**src/rtl/seg7_pkg.sv**
```systemverilog
// Shared constants and BCD-to-segment decode for the seven-segment scan driver.
// Latency: none (constants and a pure combinational function).
// Backpressure: not applicable.
// Segment bit order is bit 0 = a ... bit 6 = g, active-high.
package seg7_pkg;

    localparam int BCD_W = 4;

    localparam logic [6:0] SEG_0     = 7'h3F;
    localparam logic [6:0] SEG_1     = 7'h06;
    localparam logic [6:0] SEG_2     = 7'h5B;
    localparam logic [6:0] SEG_3     = 7'h4F;
    localparam logic [6:0] SEG_4     = 7'h66;
    localparam logic [6:0] SEG_5     = 7'h6D;
    localparam logic [6:0] SEG_6     = 7'h7D;
    localparam logic [6:0] SEG_7     = 7'h07;
    localparam logic [6:0] SEG_8     = 7'h7F;
    localparam logic [6:0] SEG_9     = 7'h6F;
    localparam logic [6:0] SEG_BLANK = 7'h00;

    // Non-decimal codes (10..15) light nothing rather than a hex glyph.
    function automatic logic [6:0] seg7_decode(input logic [BCD_W-1:0] bcd);
        logic [6:0] pat;
        case (bcd)
            4'd0:    pat = SEG_0;
            4'd1:    pat = SEG_1;
            4'd2:    pat = SEG_2;
            4'd3:    pat = SEG_3;
            4'd4:    pat = SEG_4;
            4'd5:    pat = SEG_5;
            4'd6:    pat = SEG_6;
            4'd7:    pat = SEG_7;
            4'd8:    pat = SEG_8;
            4'd9:    pat = SEG_9;
            default: pat = SEG_BLANK;
        endcase
        return pat;
    endfunction

endpackage

```
**src/rtl/seg7_decoder.sv**
```systemverilog
// Combinational BCD digit to active-high seven-segment pattern.
// Latency: 0 cycles (pure combinational).
// Backpressure: none; output follows input continuously.
module seg7_decoder
    import seg7_pkg::*;
(
    input  logic [BCD_W-1:0] bcd,
    output logic [6:0]       seg
);

    // Table lookup shared with any other user of the package.
    always_comb begin
        seg = seg7_decode(bcd);
    end

endmodule

```
**src/rtl/seg7_scan_driver.sv**
```systemverilog
// Time-multiplexes a snapshotted packed BCD vector onto a common-segment 7-seg display.
// Latency: 1 cycle from (idx, snapshot) to pins; all outputs registered.
// Backpressure: en low freezes scan state and blanks pins. Optional macro SEG7_LEADING_ZERO_BLANK_EN.
module seg7_scan_driver
    import seg7_pkg::*;
#(
    parameter int NUM_DIGITS  = 4,
    parameter int REFRESH_DIV = 100000,
    parameter int ACTIVE_LOW  = 1
)
(
    input  logic                        clk,
    input  logic                        rst,
    input  logic                        en,
    input  logic [BCD_W*NUM_DIGITS-1:0] digits_in,
    input  logic [NUM_DIGITS-1:0]       dp_in,
    output logic [6:0]                  seg,
    output logic                        dp,
    output logic [NUM_DIGITS-1:0]       an,
    output logic                        frame_start
);

    localparam int CNT_W = (REFRESH_DIV > 2) ? $clog2(REFRESH_DIV) : 1;
    localparam int IDX_W = $clog2(NUM_DIGITS);
    localparam logic [CNT_W-1:0] CNT_LAST = CNT_W'(REFRESH_DIV - 1);
    localparam logic [IDX_W-1:0] IDX_LAST = IDX_W'(NUM_DIGITS - 1);
    // Inversion mask applied only at the pin registers.
    localparam logic POL = (ACTIVE_LOW != 0);
    localparam logic [NUM_DIGITS-1:0] AN_ONE = NUM_DIGITS'(1);

    logic [CNT_W-1:0]              cnt;
    logic [IDX_W-1:0]              idx;
    logic [BCD_W*NUM_DIGITS-1:0]   snap_digits;
    logic [NUM_DIGITS-1:0]         snap_dp;
    logic                          load_pending;

    logic                          slot_end;
    logic                          frame_wrap;
    logic                          snap_load;
    logic [BCD_W*NUM_DIGITS-1:0]   src_digits;
    logic [NUM_DIGITS-1:0]         src_dp;
    logic [BCD_W-1:0]              cur_bcd;
    logic                          cur_dp;
    logic                          cur_blank;
    logic [6:0]                    dec_seg;
    logic [6:0]                    seg_hi;
    logic [NUM_DIGITS-1:0]         an_hi;

    assign slot_end   = en && (cnt == CNT_LAST);
    assign frame_wrap = slot_end && (idx == IDX_LAST);
    assign snap_load  = en && (load_pending || frame_wrap);

    // The first enabled cycle after reset must already display the fresh
    // inputs on the next cycle, so bypass the snapshot while a load is pending.
    assign src_digits = load_pending ? digits_in : snap_digits;
    assign src_dp     = load_pending ? dp_in     : snap_dp;

    assign cur_bcd = src_digits[idx*BCD_W +: BCD_W];
    assign cur_dp  = src_dp[idx];

    // Prescaler and digit index advance only while enabled.
    always_ff @(posedge clk) begin
        if (rst) begin
            cnt <= '0;
            idx <= '0;
        end else if (en) begin
            if (cnt == CNT_LAST) begin
                cnt <= '0;
                idx <= (idx == IDX_LAST) ? '0 : idx + 1'b1;
            end else begin
                cnt <= cnt + 1'b1;
            end
        end
    end

    // Frame snapshot: taken on the frame wrap so digits never tear mid-frame.
    always_ff @(posedge clk) begin
        if (rst) begin
            snap_digits  <= '0;
            snap_dp      <= '0;
            load_pending <= 1'b1;
        end else if (snap_load) begin
            snap_digits  <= digits_in;
            snap_dp      <= dp_in;
            load_pending <= 1'b0;
        end
    end

`ifdef SEG7_LEADING_ZERO_BLANK_EN
    logic [NUM_DIGITS-1:0] lz_mask;
    logic                  zero_above;

    // A digit is blanked when it and every more significant digit are zero;
    // digit 0 is never blanked so an all-zero value still shows "0".
    always_comb begin
        lz_mask    = '0;
        zero_above = 1'b1;
        for (int k = NUM_DIGITS - 1; k >= 1; k--) begin
            zero_above = zero_above && (src_digits[k*BCD_W +: BCD_W] == '0);
            lz_mask[k] = zero_above;
        end
    end

    assign cur_blank = lz_mask[idx];
`else
    assign cur_blank = 1'b0;
`endif

    seg7_decoder u_decoder (
        .bcd (cur_bcd),
        .seg (dec_seg)
    );

    assign seg_hi = cur_blank ? SEG_BLANK : dec_seg;
    assign an_hi  = AN_ONE << idx;

    // Pin registers: anode and segment update together; polarity applied here.
    always_ff @(posedge clk) begin
        if (rst) begin
            seg         <= {7{POL}};
            dp          <= POL;
            an          <= {NUM_DIGITS{POL}};
            frame_start <= 1'b0;
        end else if (en) begin
            seg         <= seg_hi ^ {7{POL}};
            dp          <= cur_dp ^ POL;
            an          <= an_hi ^ {NUM_DIGITS{POL}};
            frame_start <= (idx == '0) && (cnt == '0);
        end else begin
            seg         <= {7{POL}};
            dp          <= POL;
            an          <= {NUM_DIGITS{POL}};
            frame_start <= 1'b0;
        end
    end

endmodule

```
**config.mk**
```make
export PLATFORM = sky130hd
export DESIGN_NAME = seg7_scan_driver
export DESIGN_NICKNAME = d
export VERILOG_FILES = /design/src/rtl/seg7_pkg.sv /design/src/rtl/seg7_decoder.sv /design/src/rtl/seg7_scan_driver.sv
export SDC_FILE = /design/constraint.sdc
export NUM_CORES = 1
export LEC_CHECK = 0
export BUFFER_PORTS_ARGS = -buffer_cell sky130_fd_sc_hd__buf_2
export CORE_AREA = 5 5 79 81
export DETAILED_ROUTE_END_ITERATION = 8
export DIE_AREA = 0 0 84 86
export PLACE_DENSITY = 0.75
export SETUP_SLACK_MARGIN = 0.5
export SYNTH_ARGS = -nofsm -noshare
export SYNTH_HDL_FRONTEND = slang
export SYNTH_HIERARCHICAL = 1
export SYNTH_SLANG_ARGS = --single-unit
```
**constraint.sdc**
```tcl
create_clock -name clk -period 2 [get_ports clk]
set_input_delay 0.4 -clock clk [delete_from_list [all_inputs] [get_ports clk]]
set_output_delay 0.4 -clock clk [all_outputs]
set_load 0.005 [all_outputs]
```
==> summary.md, run 1 <==
| Metric | Value |
|---|---|
| Most common cell after layout, fill and taps aside | dfxtp_1 |
| Routed WL | between 6000 and 7000 µm |
| Post-CTS Hold Buffers | 0 |
| IO Pins | 36 |
| Die span in y | between 80 and 90 µm |
| Worst setup EP type | register |
| Peak supply drop | between 0.3 and 0.4 mV |
| Max Slew Vio Count | 0 |
| Share of the synthesized area in the top cell type | 0.384 |
| Vias | 2223 |
| FILL cells | a little under 400 |
| Clock Skew | between 0.005 and 0.006 ns |
| DRT Pass-1 Iters | 4 |
| Peak Freq | 563 MHz |
| Leading area contributor after synthesis | dfxtp_1 |
| Setup TNS | 0 ns |
| Hold crit path type | primary input to register |
| Post-Syn Area per Cell | 9.74 µm² |
| Post-synth EDFFs | 0 |
| Nets | 375 |
| Clk root buf | clkbuf_8 |
| Vias per cell | approximately 5.4 |
| Antenna-violating nets left | 0 |
| DP Wirelength | about 3800 µm |
| Sequential fraction of the synthesis area | 0.384 |
| Worst r2r path cells | 10 |
| Pleak | 1.46 nW |
| Core area | around 5400 µm² |
| Yosys warns | 6 |
| Synthesis-to-finish area growth | 32.3% |
| Detailed router's first-iteration violation count | 109 |
| GP Congestion | 0.848 |
| Critical path destination | seg[3]$_SDFF_PP1_ |
| Die X | 84 µm |
| Vias in the first global route | 2261 |
| Wire per inst | ~16 µm |
| Clk sink count | 53 |
| Primary FF master, synth | dfxtp_1 |
| Startpoint Class | register |
| Die ar. | 7220 µm² |
| Post-layout min period | between 1.5 and 2 ns |
| Share of layout cells above drive strength 1 | 0.431 |
| Crit path launch | load_pending$_SDFFE_PP1P_ |
| Syn_nets | 319 |
| CP required | 2.25 ns |
| Worst Path Arrival | just over 2 ns |
| Max FO, Critical Path | 6 |
| Pwr Total | 2.13 mW |
| CP Class | register to register |
| GRT overflow | 0 |
| Most frequent cells in the layout | 43 x dfxtp_1, 40 x nand2b_1, 35 x buf_2 |
| DRC Markers | 0 |
| Worst-Skew Late Latency | 0.30 ns |
| First-pass GRT wire length | between 10000 and 15000 µm |
| Status | finished, final reports clean |
| Post-Syn Area | 2770 µm² |
| R2r endpoint | seg[3]$_SDFF_PP1_ |
| Initial antenna violation count | 0 |
| # diodes | 0 |
| Unrepaired setup endpoints after global routing | true |
| PortBufs | 35 |
| Clock buffer depth | 2 |
| Largest cells by area after synthesis | dfxtp_1 38%, nand2b_1 9.0%, mux4_2 8.1% |
| Setup violators final | 0 |
| Power Dens Cells | 583 nW/µm² |
| Gr usage total | 0.187 |
| Num CTS Buffers | 5 |
| Post-synth cell types | 40 |
| Hold_sp | digits_in[2] |
| Setup slack, reg-to-reg | 0.22 ns |
| Fin util | 0.677 |
| Post-placement cell count | ~380 |
| CTS H-tree lvls | 2 |
| Starting Density | 0.512 |
| Rows | 27 |
| Synthesized instance count | 284 |
| Clk pin slew, worst setup/hold paths | around 0.090 ns |
| Slew @ Worst Pin | approximately 0.32 ns |
| #FFs+latches synth | 53 |
| Period utilisation layout | 0.889 |
| Worst slew margin | 0.784 |
| Cell Count, Final, Fillers Out | 413 |
| R2r startpoint | load_pending$_SDFFE_PP1P_ |
| CTS tree | built |
| Asr flop ratio synth | 0 |
| Final hold violation count | 0 |
| Max Cap Viol | 0 |
| Largest net degree at the start of global routing | 45 |
## what timing repair did
item	4_1_cts	5_1_grt
cloned	5	0
pin swaps	10	7
resized for setup	50	21
endpoints found under the setup margin	46	47
buffers inserted	14	4
## layout make-up
type,count,area [µm²],share of cell area
sequential,53,1090,0.298
tap,72,90.1,0.0246
multi-input combinational,206,1800,0.492
clock buffer,8,80.1,0.0219
timing repair buffer,63,549,0.150
inverter,11,51.3,0.0140
## report_power, final
group          switching, mW  internal, mW  leakage [nW]
logic                  0.195         0.229         0.983
clock network          0.342         0.250        0.0395
registers             0.0218          1.09         0.439
## state kept, by name, summed over array words and instances, names as in the netlist
register      flops
cnt              17
snap_digits      16
an                4
snap_dp           4
seg               7
idx               2
load_pending      1
frame_start       1
dp                1
## critical path: stages, from the launching register on
cell     delay, ns
dfxtp_4       0.37
buf_12        0.12
mux4_2        0.51
nand2_2       0.11
nand2_4       0.10
inv_6         0.10
ha_4          0.13
nor2_2        0.03
o21ai_2       0.12
o21ai_1       0.08
nand2_1       0.05
## how the worst min path moves through the flow
stage	to	slack (ns)	depth (start not counted)
global route	snap_digits[13]$_SDFFE_PP0P_	0.35	3
global placement	snap_digits[11]$_SDFFE_PP0P_	0.46	2
CTS	snap_digits[2]$_SDFFE_PP0P_	0.34	3
finish	snap_digits[2]$_SDFFE_PP0P_	0.35	3
floorplan	snap_digits[15]$_SDFFE_PP0P_	0.45	2
detailed placement	snap_dp[1]$_SDFFE_PP0P_	0.47	2
## synth_stat cells, types with 2 or more instances
master	count
nor2_1	3
ha_1	12
nor2_2	10
nand2_1	36
or3_1	4
dfxtp_1	53
mux2i_1	21
inv_1	11
a21o_1	3
and3_1	4
nand3_1	5
mux4_2	10
nand4_1	6
and4_1	2
buf_6	5
o21ai_0	10
or4_1	3
nand2b_1	40
clkbuf_1	6
a21oi_1	8
nor2b_1	2
xor2_1	9
xnor2_1	3
nor3_1	2
## logic make-up (layout without fill, tap and decap cells)
family / Yosys count / count (layout) / share of synthesized area
adders and majority gates: 12 / 12 / 0.0543
AOI/OAI and AO/OA: 28 / 28 / 0.0656
muxes: 31 / 31 / 0.157
and+or+nand+nor: 123 / 123 / 0.252
xor gates and xnor gates: 12 / 12 / 0.0380
DFF: 53 / 53 / 0.384
buffers and inverters: 25 / 82 / 0.0493
## stage by stage
step | setup slack [ns] | hold WS (ns) | area (µm²)
finish | 0.223 | 0.350 | 3660
floorplan | 0.261 | 0.449 | 2860
detailed placement | 0.0566 | 0.467 | 3070
global placement | 0.124 | 0.458 | 3070
CTS | 0.234 | 0.337 | 3570
global route | 0.134 | 0.349 | 3660
## routing by layer
metal  GRT usage  up-vias  wire length [µm]
met4      0.0760        0               163
met2       0.317       66              3260
met3      0.0346       14               285
met1       0.236     1064              2870
li1            -     1079                 -
met5           0        -                 0
No activity file was read; power rests on OpenSTA's default activity.
==> inputs of run 2 (changes only) <==
- clock period: 2 -> 1.57 ns (I/O delays scaled with it)
==> run 2 against run 1 <==
  * The run now ends with setup timing left
  * Global-route usage rose by 3.7 points
  * Count of clock-buffer cells in the layout fell by 1
  * Sequential cell count did not move
  * Clock skew rose by 0.0089 ns
  * Sequential share of layout area fell by 2.9 points
  * Die area did not move
  * Combinational power rose by 49%
  * Sequential power rose by 28%
  * Maximum frequency fell by 5.4%
  * Cell count rose by 8.5%
  * Clock power rose by 69%
  * Critical path type unchanged
==> summary.md, run 2 (synthesized netlist as in run 1, its figures left out) <==
| Metric | Value |
|---|---|
| Pwr Total | between 3 and 4 mW |
| First-pass GRT wire length | roughly 13000 µm |
| Antenna-violating nets left | 0 |
| Critical path destination | seg[2]$_SDFF_PP1_ |
| Routed WL | 8860 µm |
| Biggest regs | cnt x17, snap_digits x16, seg x7 |
| Violated checks | setup timing |
| R2r startpoint | load_pending$_SDFFE_PP1P_ |
| Unrepaired setup endpoints after global routing | true |
| Clk pin slew, worst setup/hold paths | 0.10 ns |
| # diodes | 0 |
| Max FO, Critical Path | 5 |
| Die span in y | 86 µm |
| Sequential share of power | 0.467 |
| Die ar. | 7220 µm² |
| Sw power | 801 µW |
| Status | finished, violations left |
| Initial antenna violation count | 0 |
| DRC Markers | 0 |
| Worst Path Arrival | roughly 2.2 ns |
| Comb pwr share | 0.206 |
| Worst slew margin | 0.773 |
| Cell breakdown of the critical path | buf_6, mux4_2, nand2_2, nand2_4, inv_4, ha_2, a21oi_1, a21o_1, nand2_1 |
| Clk root buf | clkbuf_8 |
| Hold_sp | digits_in[7] |
| Most frequent cells in the layout | 44 x dfxtp_1, 44 x buf_4, 40 x nand2b_1 |
| CTS H-tree lvls | 2 |
| Gr usage total | 0.225 |
| Vias in the first global route | 2559 |
| Setup violators final | 45 |
| Max reg flops | 17 |
| Core area | 5410 µm² |
| Startpoint Class | register |
| DRT Pass-1 Iters | 4 |
| CP Class | register to register |
| Share of layout cells above drive strength 1 | 0.505 |
| Peak Freq | 532 MHz |
| Max Cap Viol | 0 |
| Peak supply drop | 0.438 mV |
| Worst r2r path cells | 9 |
| Sw frac | 0.262 |
| Pleak | 1.67 nW |
| DP Wirelength | 4100 µm |
| GRT overflow | 0 |
| Period utilisation layout | 1.20 |
| Crit-path slowest cell | mux4_2 |
| CTS tree | built |
| Clock buffer depth | 2 |
| Clock Skew | 0.0145 ns |
| Power Dens Cells | 757 nW/µm² |
| Largest net degree at the start of global routing | 45 |
| Clk sink count | 53 |
| Worst-Skew Late Latency | between 0.3 and 0.4 ns |
| Rows | 27 |
| Worst setup EP type | register |
| Worst path max stage delay | 0.55 ns |
| Starting Density | 0.512 |
| Most flops, register | cnt |
| Crit path launch | load_pending$_SDFFE_PP1P_ |
| Setup slack, reg-to-reg | -0.31 ns |
| GP Congestion | 0.845 |
| Synthesis-to-finish area growth | 46.1% |
| Post-route setup slack | -0.308 ns |
| Die X | 84 µm |
| Hold crit path type | primary input to register |
| IO Pins | 36 |
| PortBufs | 35 |
| DP Worst Slack | -0.188 ns |
| Int Pwr | 2.26 mW |
| Detailed router's first-iteration violation count | ~210 |
| Post-layout min period | 1.88 ns |
| Num CTS Buffers | 5 |
| Clk network pwr share | 0.326 |
| Slew @ Worst Pin | 0.337 ns |
| Max Slew Vio Count | 0 |
| Wire per inst | 19.8 µm |
| Vias per cell | 5.67 |
| CP required | 1.84 ns |
| Final hold violation count | 0 |
| R2r endpoint | seg[2]$_SDFF_PP1_ |
| Nets | ~400 |
| Vias | 2539 |
[run 2: how the worst min path moves through the flow]
stage	end	slack [ns]	depth (start not counted)
finish	snap_digits[7]$_SDFFE_PP0P_	0.26	3
global route	snap_digits[5]$_SDFFE_PP0P_	0.25	3
CTS	snap_digits[7]$_SDFFE_PP0P_	0.27	3
detailed placement	snap_digits[0]$_SDFFE_PP0P_	0.47	2
global placement	snap_dp[2]$_SDFFE_PP0P_	0.46	2
floorplan	snap_digits[15]$_SDFFE_PP0P_	0.45	2
[run 2: power by group through the flow]
stage | logic (mW) | registers, mW | clock network (mW)
global route | 0.667 | 1.44 | 1.07
global placement | 0.409 | 1.47 | 0
detailed placement | 0.416 | 1.47 | 0
finish | 0.631 | 1.43 | 0.998
floorplan | 0.301 | 1.46 | 0
CTS | 0.552 | 1.43 | 0.985
[run 2: area by class of cell]
type                    instances  area (µm²)
multi-input cells             206        1840
inverters                      11        56.3
fillers                       370        1370
flip-flops and latches         53        1080
clock inverters                 1        30.0
well taps                      72        90.1
clock buffers                   7        86.3
repair buffers                 98         851
[run 2: critical path, delay by kind of cell (launching register included)]
| family | cells | cell delay (ns) |
|---|---|---|
| and+or+nand+nor | 3 | 0.23 |
| buffers and inverters | 2 | 0.26 |
| AOI/OAI and AO/OA | 2 | 0.22 |
| DFF | 1 | 0.38 |
| adders and majority gates | 1 | 0.18 |
| muxes | 1 | 0.55 |
[run 2: what timing repair did]
item                       in CTS  in global routing
setup endpoints to repair      49                 61
hold buffers                    0                  0
gates cloned                    5                  0
setup buffers                  21                  5
resized for setup              39                 32
pin swaps                      13                 12
[run 2: layer usage]
metal | GRT usage | vias up | share of wire
li1 | - | 1155 | -
met1 | 0.260 | 1193 | 0.38
met2 | 0.388 | 136 | 0.49
met3 | 0.0586 | 55 | 0.067
met4 | 0.107 | 0 | 0.067
met5 | 0 | - | 0
[run 2: per-stage QoR]
stage                     hold slack (ns)  TNS, ns  utilization  instances  cell area (µm²)
after CTS                           0.266    -4.57        0.716        443             3870
final                               0.259    -7.55        0.747        448             4040
after floorplan                     0.449   -0.982            -        284             2890
after global routing                0.251   -10.08        0.747        448             4040
after detailed placement            0.470    -1.25        0.610        409             3300
after global placement              0.458   -0.967        0.610        409             3300
